## config.mk

```make
export PLATFORM = sky130hd
export DESIGN_NAME = token_stream_loader_flat
export DESIGN_NICKNAME = d
export VERILOG_FILES = /design/src/rtl/token_stream_loader_if.sv /design/src/rtl/token_stream_loader.sv /design/src/flat_wrapper.sv
export SDC_FILE = /design/constraint.sdc
export NUM_CORES = 2
export LEC_CHECK = 0
export BUFFER_PORTS_ARGS = -buffer_cell sky130_fd_sc_hd__clkbuf_2
export CAP_MARGIN = 20
export CORE_AREA = 4 4 452 454
export CTS_BUF_LIST = sky130_fd_sc_hd__clkbuf_8
export DETAILED_ROUTE_END_ITERATION = 16
export DIE_AREA = 0 0 456 458
export GPL_TIMING_DRIVEN = 0
export PLACE_DENSITY = 0.43
export REMOVE_ABC_BUFFERS = 1
export SLEW_MARGIN = 0
export SYNTH_ARGS = -nofsm -noshare
export SYNTH_HDL_FRONTEND = slang
export SYNTH_SLANG_ARGS = --single-unit
```

## constraint.sdc

```tcl
create_clock -name clk -period 3.4 [get_ports clk]
set_input_delay 0 -clock clk [delete_from_list [all_inputs] [get_ports clk]]
set_output_delay 0 -clock clk [all_outputs]
set_load 0.01 [all_outputs]
```

## src/rtl/token_stream_loader_if.sv

```systemverilog
// Token stream interface for token_stream_loader: one token (E elements of
// DATA_WIDTH bits) per beat, valid/ready handshake with an end-of-sequence flag.
interface token_stream_loader_if #(
  parameter int DATA_WIDTH = 16,
  parameter int E          = 8
);
  logic                    s_valid;
  logic                    s_ready;
  logic [DATA_WIDTH*E-1:0] s_data;
  logic                    s_last;

  modport master (output s_valid, s_data, s_last, input s_ready);
  modport slave  (input s_valid, s_data, s_last, output s_ready);
endinterface

```

## src/rtl/token_stream_loader.sv

```systemverilog
// token_stream_loader: collects L*N tokens from a valid/ready stream into the
// flat (L,N,E) x_out vector, fires a one-cycle attn_start and holds x_out until
// attn_done. Token t = l*N + n lands at x_out[(t*E+e)*DATA_WIDTH +: DATA_WIDTH].
// Optional feature macro: LOADER_PINGPONG_EN (two banks, the shadow bank fills
// while the active bank is being processed). Default build is single-buffered.
module token_stream_loader #(
  parameter int DATA_WIDTH = 16,
  parameter int L          = 8,
  parameter int N          = 1,
  parameter int E          = 8
) (
  input  logic                           clk,
  input  logic                           rst_n,
  token_stream_loader_if.slave           bus,
  output logic [DATA_WIDTH*L*N*E-1:0]    x_out,
  output logic                           attn_start,
  input  logic                           attn_done,
  output logic                           busy,
  output logic                           err_len
);

  localparam int LN = L * N;
  localparam int CW = $clog2(LN) + 1;
  localparam int TW = DATA_WIDTH * E;
  localparam int XW = TW * LN;
  localparam logic [CW-1:0] LAST_IDX = CW'(LN - 1);

  typedef enum logic [1:0] {
    ST_FILL  = 2'd0,
    ST_START = 2'd1,
    ST_WAIT  = 2'd2
  } state_t;

  state_t state_reg;
  logic   s_ready_reg;
  logic   attn_start_reg;

  assign bus.s_ready = s_ready_reg;
  assign attn_start  = attn_start_reg;
  assign busy        = (state_reg != ST_FILL);

`ifdef LOADER_PINGPONG_EN

  logic [XW-1:0] bank_reg [2];
  logic [CW-1:0] cnt_reg  [2];
  logic          err_reg  [2];
  logic          full_reg [2];
  logic          act_reg;

  logic fill_bank;
  logic accept;
  logic fill_last_slot;
  logic final_beat;
  logic len_bad;
  logic done_now;
  logic shadow_full_next;

  // Select which bank the incoming beat targets and derive frame-close/length flags.
  always_comb begin
    fill_bank        = (state_reg == ST_FILL) ? act_reg : ~act_reg;
    accept           = bus.s_valid && s_ready_reg;
    fill_last_slot   = (cnt_reg[fill_bank] == LAST_IDX);
    final_beat       = bus.s_last || fill_last_slot;
    len_bad          = bus.s_last != fill_last_slot;
    done_now         = (state_reg == ST_WAIT) && attn_done;
    shadow_full_next = full_reg[~act_reg] ||
                       (accept && (fill_bank != act_reg) && final_beat);
  end

  assign x_out   = bank_reg[act_reg];
  assign err_len = err_reg[act_reg];

  // Bank fill, bank swap on attn_done, and the loader state machine.
  always_ff @(posedge clk or negedge rst_n) begin
    if (!rst_n) begin
      state_reg      <= ST_FILL;
      s_ready_reg    <= 1'b0;
      attn_start_reg <= 1'b0;
      act_reg        <= 1'b0;
      for (int b = 0; b < 2; b++) begin
        bank_reg[b] <= '0;
        cnt_reg[b]  <= '0;
        err_reg[b]  <= 1'b0;
        full_reg[b] <= 1'b0;
      end
    end else begin
      attn_start_reg <= 1'b0;

      // A beat may land in the active bank (ST_FILL) or the shadow bank.
      if (accept) begin
        bank_reg[fill_bank][cnt_reg[fill_bank]*TW +: TW] <= bus.s_data;
        if (len_bad) err_reg[fill_bank] <= 1'b1;
        if (final_beat) full_reg[fill_bank] <= 1'b1;
        else            cnt_reg[fill_bank]  <= cnt_reg[fill_bank] + 1'b1;
      end

      case (state_reg)
        ST_FILL: begin
          s_ready_reg <= 1'b1;
          if (accept && final_beat) begin
            state_reg      <= ST_START;
            attn_start_reg <= 1'b1;
            s_ready_reg    <= !full_reg[~act_reg];
          end
        end
        ST_START: begin
          state_reg   <= ST_WAIT;
          s_ready_reg <= !shadow_full_next;
        end
        ST_WAIT: begin
          s_ready_reg <= !shadow_full_next;
          if (done_now) begin
            // Processed bank is released and becomes the new shadow.
            bank_reg[act_reg] <= '0;
            cnt_reg[act_reg]  <= '0;
            err_reg[act_reg]  <= 1'b0;
            full_reg[act_reg] <= 1'b0;
            act_reg           <= ~act_reg;
            s_ready_reg       <= 1'b1;
            if (shadow_full_next) begin
              state_reg      <= ST_START;
              attn_start_reg <= 1'b1;
            end else begin
              state_reg <= ST_FILL;
            end
          end
        end
        default: begin
          state_reg   <= ST_FILL;
          s_ready_reg <= 1'b0;
        end
      endcase
    end
  end

`else

  logic [XW-1:0] x_reg;
  logic [CW-1:0] cnt_reg;
  logic          err_reg;

  logic accept;
  logic last_slot;
  logic final_beat;
  logic len_bad;

  // Handshake and frame-close decode for the single buffer.
  always_comb begin
    accept     = bus.s_valid && s_ready_reg && (state_reg == ST_FILL);
    last_slot  = (cnt_reg == LAST_IDX);
    final_beat = bus.s_last || last_slot;
    len_bad    = bus.s_last != last_slot;
  end

  assign x_out   = x_reg;
  assign err_len = err_reg;

  // Fill, start and wait state machine with registered s_ready/attn_start.
  always_ff @(posedge clk or negedge rst_n) begin
    if (!rst_n) begin
      state_reg      <= ST_FILL;
      s_ready_reg    <= 1'b0;
      attn_start_reg <= 1'b0;
      x_reg          <= '0;
      cnt_reg        <= '0;
      err_reg        <= 1'b0;
    end else begin
      attn_start_reg <= 1'b0;
      case (state_reg)
        ST_FILL: begin
          s_ready_reg <= 1'b1;
          if (accept) begin
            x_reg[cnt_reg*TW +: TW] <= bus.s_data;
            if (len_bad) err_reg <= 1'b1;
            if (final_beat) begin
              // Frame closed: unwritten slots keep their cleared zero value.
              state_reg      <= ST_START;
              attn_start_reg <= 1'b1;
              s_ready_reg    <= 1'b0;
            end else begin
              cnt_reg <= cnt_reg + 1'b1;
            end
          end
        end
        ST_START: begin
          state_reg   <= ST_WAIT;
          s_ready_reg <= 1'b0;
        end
        ST_WAIT: begin
          s_ready_reg <= 1'b0;
          if (attn_done) begin
            x_reg       <= '0;
            cnt_reg     <= '0;
            err_reg     <= 1'b0;
            state_reg   <= ST_FILL;
            s_ready_reg <= 1'b1;
          end
        end
        default: begin
          state_reg   <= ST_FILL;
          s_ready_reg <= 1'b0;
        end
      endcase
    end
  end

`endif

endmodule

```

## src/flat_wrapper.sv

```systemverilog
// flat-port wrapper written by rule: the top's interface ports become plain ports
module token_stream_loader_flat 
#(
  parameter int DATA_WIDTH = 16,
  parameter int L          = 8,
  parameter int N          = 1,
  parameter int E          = 8
)
  (clk, rst_n, x_out, attn_start, attn_done, busy, err_len, bus_s_valid, bus_s_data, bus_s_last, bus_s_ready);
  token_stream_loader_if #(.DATA_WIDTH(DATA_WIDTH), .E(E)) bus_i ();
  input  logic clk;
  input  logic rst_n;
  output logic [DATA_WIDTH*L*N*E-1:0] x_out;
  output logic attn_start;
  input  logic attn_done;
  output logic busy;
  output logic err_len;
  input wire logic [$bits(bus_i.s_valid)-1:0] bus_s_valid;
  input wire logic [$bits(bus_i.s_data)-1:0] bus_s_data;
  input wire logic [$bits(bus_i.s_last)-1:0] bus_s_last;
  output wire logic [$bits(bus_i.s_ready)-1:0] bus_s_ready;
  assign bus_i.s_valid = bus_s_valid;
  assign bus_i.s_data = bus_s_data;
  assign bus_i.s_last = bus_s_last;
  assign bus_s_ready = bus_i.s_ready;
  token_stream_loader #(.DATA_WIDTH(DATA_WIDTH), .L(L), .N(N), .E(E)) u_core (.clk(clk), .rst_n(rst_n), .bus(bus_i), .x_out(x_out), .attn_start(attn_start), .attn_done(attn_done), .busy(busy), .err_len(err_len));
endmodule
```

# Word level (Yosys, flattened, before mapping)
# Cells that the tools add are included.
# totals
regBits	1033
in_bits	133
elab_cells	52
# classes
add_sub_neg	2
n_eq_ne	9
n_shift	2
mux	23
reduce_logical	10
# op_table
operator	n
2-to-1 mux 1024 bit	2
case mux 1024 bit (2 select lines)	1
bitwise mux 1024 bit	1
variable shift 128 x 34 -> 1024 bit, first input constant	1
variable part select 128 x 34 -> 1024 bit	1
negator 11 -> 34 bit	1
2-to-1 mux 4 bit	3
2-to-1 mux 1 bit	9
case mux 4 bit (2 select lines)	1
AND reduction 4 bit	2
2-to-1 mux 2 bit	3
inequality test 2 x 1 -> 1 bit, second input constant	3
case mux 2 bit (3 select lines)	1
AND reduction 3 bit	2
adder 4 x 1 -> 4 bit, second input constant	1
== test 4 x 3 -> 1 bit, second input constant	1
inequality test 2 bit, second input constant	2
case mux 1 bit (2 select lines)	2
nonzero test 2 bit	2
== test 2 x 1 -> 1 bit, second input constant	1
== test 2 bit, second input constant	1
logical AND 1 bit	2
logical NOT 2 bit	1
logical OR 1 bit	1
inequality test 1 bit	1

# Logic depth before layout (Yosys ltp)
# depth
depth_word	5
ltp_mapped	11
mapped_depth_nobuf	6

# Worst setup path before layout
# No wires, ideal clock.
# synth_path
path_kind	reg-to-reg
from	register u_core.cnt_reg[0]
to	register u_core.x_reg[610] (netlist: u_core.x_out[610])
setup_ns	0.121
arrival_ns	2.230
required_time_ns	3.279
setup_slack_ns	1.049
stages_incl_launch_ff	12
n_path_buf	5
period_less_slack_ns	2.351
cell_sequence	dfrtp_1 > buf_2 > nor3_1 > ha_1 > nand2b_1 > clkbuf_1 > a211o_1 > nor3_1 > buf_2 > buf_4 > buf_2 > a22o_1
# synth_via
elab_chain_cells	5
elab_cells_between_ends	6
# synth_rtl
element	line_no	text
start: declaration	token_stream_loader.sv:139	logic [CW-1:0] cnt_reg;
start signal: assignment	token_stream_loader.sv:181	cnt_reg <= cnt_reg + 1'b1;
negator 11 -> 34 bit *	token_stream_loader.sv:173	x_reg[cnt_reg*TW +: TW] <= bus.s_data;
variable part select 128 x 34 -> 1024 bit / variable shift 128 x 34 -> 1024 bit (equally long branches)	token_stream_loader.sv:173	
bitwise mux 1024 bit *	token_stream_loader.sv:173	
2-to-1 mux 1024 bit *	token_stream_loader.sv:172	if (accept) begin
case mux 1024 bit (2 select lines) *	token_stream_loader.sv:169	case (state_reg)
end signal: indexed assignment	token_stream_loader.sv:173	
end: declaration	token_stream_loader.sv:138	logic [XW-1:0] x_reg;
# Every way passes the cells marked *; elsewhere a longest branch is shown, timed or not. The select of a mux whose other input is x is not followed.
# A chain may end at the register's enable or synchronous reset.

# Final worst setup path
# layout_path
from	register u_core.state_reg[0]
to	register u_core.x_reg[610] (netlist: u_core.x_out[610])
# layout_via
elab_chain_cells	4
elab_cells_between_ends	8
# layout_rtl
element	line_no	text
start: declaration	token_stream_loader.sv:34	state_t state_reg;
start signal: assignment	token_stream_loader.sv:161	state_reg <= ST_FILL;
start signal: assignment	token_stream_loader.sv:177	state_reg <= ST_START;
start signal: assignment	token_stream_loader.sv:186	state_reg <= ST_WAIT;
logical NOT 2 bit	token_stream_loader.sv:149, token_stream_loader.sv:169	
logical AND 1 bit	token_stream_loader.sv:149	accept = bus.s_valid && s_ready_reg && (state_reg == ST_FILL);
inequality test 2 x 1 -> 1 bit (no source line)	--	
AND reduction 3 bit (no source line)	--	
# Parallel ways exist; a longest one is shown, timed or not.

==> results.yml <==
outcome:
  status: "completed"
die:
  core_area_um2: 200000
  die_w_um: 456
  die_y_um: 458
  die-area_um2: 209000
  initial_core_util_pct: 18.5
  std_cell_rows: 164
  num_io_pins: 1161
logic_synthesis:
  syn_avg_cell_area_um2: 14.8
  synth_area_leader_cell: "dfrtp_1"
  synth.yosys.seq_area_share_pct: 69.8
  syn-cell-area_um2: 37000
  async_flop_share_pct: 100
  ys_ff_latch: 1033
  synth_edf_count: 0
  yosys-top-cells-area: "dfrtp_1, a22o_1, buf_2, buf_1, buf_6"
  yosysWarnings: 0
  synth_top_area_share_pct: 69.8
  synth_cells: 2497
  synthFlopType: "dfrtp_1"
  ys_types: 41
finish:
  finalNonFillerCells: 6742
  n_fill_cell: 20744
  drive_gt1_share_pct: 40.2
  final_cell_mix: "clkbuf_2, dfrtp_1, a22o_1"
  layout.nets: 4081
  layout_commonest_cell: "clkbuf_2"
  syn_to_final_growth_pct: 46.0
  largest_reg_flops: 1024
timing:
  tightest_slew_ps: 979
  finalCriticalPeriod_ps: 3300
  slew_headroom_pct: 34.4
  fin_ws_ps: 103
  setup_violations: 0
  clock.fmax_mhz: 303
  hold_viol: 0
  finalMaxSlewViolations: 0
  period_share_pct: 97.0
  fin_skew_ps: 31.8
global_routing:
  gr-usage-all-layers_pct: 16.5
  grt_pass1_wl_um: 251000
  antenna_found_initial: 7
  grt.overflow.total: 0
  grt_max_degree: 108
  grt_pass1_vias: 30793
setup_path:
  max_stage_delay_ps: 580
  critPathCaptureType: "flip-flop"
  critPathTopFamily: "buffers and inverters"
  path_max_fanout: 11
  cp_data_arrival_time_ps: 4110
  required_ps: 4210
  worstSetupStartpointType: "flip-flop"
  worstRegToRegCells: 11
  slowest_stage: "and4bb_1"
  path_cells: "and4bb_1, nand2_1, nor3_4, buf_6, buf_6, buf_6, buf_6, buf_6, buf_6, buf_6, a22o_1"
  crit_path_frequent_cell: "buf_6"
  path_buf_inv: 7
  critical_path_class: "reg2reg"
  crit_cells: 11
worst_hold_path:
  hold_class: "in2reg"
  min_path_cells: 3
clocking:
  root_buffer: "clkbuf_8"
  path_clk_slew_ps: 60
  clockBufferDepth: 3
  clock_sinks: 1033
  htreeDepth: 4
  clock_latency_ps: 900
  tritoncts: "yes"
  cts_buffers: 187
detailed_routing:
  ant_nets: 0
  via_per_inst: 4.48
  via_count: 30203
  drt_pre_antenna_iters: 5
  routedWlPerCell_um: 26.6
  drt_iter0_markers: 2401
  drc: 0
  routed_wl_um: 179000
power:
  seqPwrFrac_pct: 41.0
  power_leakage_nw: 28.1
  p_sw_w: 0.0146
  vdd_drop_max_mv: 0.380
  switching_share_pct: 35.4
  power.density_nw_per_um2: 764
  p_int_w: 0.0267
  p_clk_share_pct: 29.0
  combPwrFrac_pct: 29.9
placement:
  gp_congestion: 0.788
  placedCellCount: 6122
  io_buffers: 1160
  pre_cts_slack_ps: -1030
  hpwlAfterDp_um: 128000
run:
  maxCapViolCount: 0
[per-layer routing]
layer	global-route usage, %	wire [um]	share of wire, %	up-vias
li1	-	-	-	12446
met1	20.1	71400	40	15917
met2	26.3	84300	47	1486
met3	5.16	14200	7.9	352
met4	7.92	9280	5.2	2
met5	0	13	0.0073	-
[worst paths after layout]
path | from | slack [ps] | endpoint
max | u_core.state_reg[0]$_DFFE_PN0P_ | 100 | u_core.x_out[610]$_DFFE_PN0P_
max in group asynchronous | rst_n | 720 | u_core.x_out[876]$_DFFE_PN0P_
min in group asynchronous | rst_n | 330 | u_core.x_out[207]$_DFFE_PN0P_
min | bus_s_data[92] | 140 | u_core.x_out[476]$_DFFE_PN0P_
max reg2reg | u_core.state_reg[0]$_DFFE_PN0P_ | 100 | u_core.x_out[610]$_DFFE_PN0P_
min reg2reg | u_core.x_out[705]$_DFFE_PN0P_ | 490 | u_core.x_out[705]$_DFFE_PN0P_
[power by group through the flow]
stage / clock [W] / sequential, W / combinational (W)
finish: 0.0120 / 0.0169 / 0.0124
global route: 0.0129 / 0.0173 / 0.0130
CTS: 0.0124 / 0.0169 / 0.0124
detailed placement: 0 / 0.0170 / 0.0120
global placement: 0 / 0.0179 / 0.0126
floorplan: 0 / 0.0182 / 0.00362
[metrics by stage]
| step | setup TNS (ps) | hold slack, ps | util (%) | total power, W | cell area (um^2) |
|---|---|---|---|---|---|
| 2_1_floorplan | -5849440 | -296 | - | 0.0219 | 35400 |
| 3_3_place_gp | - | 265 | 22.3 | 0.0304 | 44500 |
| 3_5_place_dp | -66180 | 35.5 | 23.7 | 0.0290 | 47300 |
| 4_1_cts | 0 | 2.66 | 27.0 | 0.0417 | 53900 |
| 5_1_grt | -6.07 | 79.6 | 27.1 | 0.0432 | 54000 |
| 6_report | 0 | 143 | 27.1 | 0.0413 | 54000 |
[layout make-up]
cell class	instances	area, um^2	share of cell area, %
sequential	1033	25900	47.8
timing repair buffer	1613	11400	21.0
multi-input combinational	1104	9710	18.0
tap	2656	3320	6.15
clock buffer	236	3250	6.01
clock inverter	92	513	0.949
inverter	5	18.8	0.0347
antenna	3	7.51	0.0139
[cell usage after synthesis (all sizes together) (2+ instances only)]
cell type  number
nand3b          3
nor3            6
or3             2
ha              4
nand2b          5
a2111oi         4
o22ai           2
or4b            2
inv             5
dfrtp        1033
clkbuf         24
nand2           9
buf           331
a22o         1021
a32o            3
o21ai          14
nor4            3
nand3           2
nor2            9
[worst reg2reg max path, cell delays in order (launching register included)]
cell,delay (ps)
dfrtp_1,460
and4bb_1,590
nand2_1,310
nor3_4,350
buf_6,220
buf_6,200
buf_6,170
buf_6,190
buf_6,200
buf_6,190
buf_6,180
a22o_1,160
[what timing repair did]
| action | CTS | global route |
|---|---|---|
| pin swaps | 5 | 4 |
| hold endpoints to repair | 1359 | 0 |
| hold buffers | 270 | 0 |
| gates cloned | 0 | 1 |
| resized for setup | 12 | 9 |
| buffers inserted | 13 | 10 |
| endpoints found under the setup margin | 329 | 102 |
[cells by family after synthesis]
| logic type | count (synthesis) | share of synthesized area, % |
|---|---|---|
| xor+xnor | 2 | 0.0473 |
| flops | 1033 | 69.8 |
| simple gates | 48 | 0.784 |
| buf+inv | 360 | 4.50 |
| fa+ha+maj | 4 | 0.135 |
| compound gates | 1050 | 24.7 |
No activity file was read; power rests on OpenSTA's default activity.
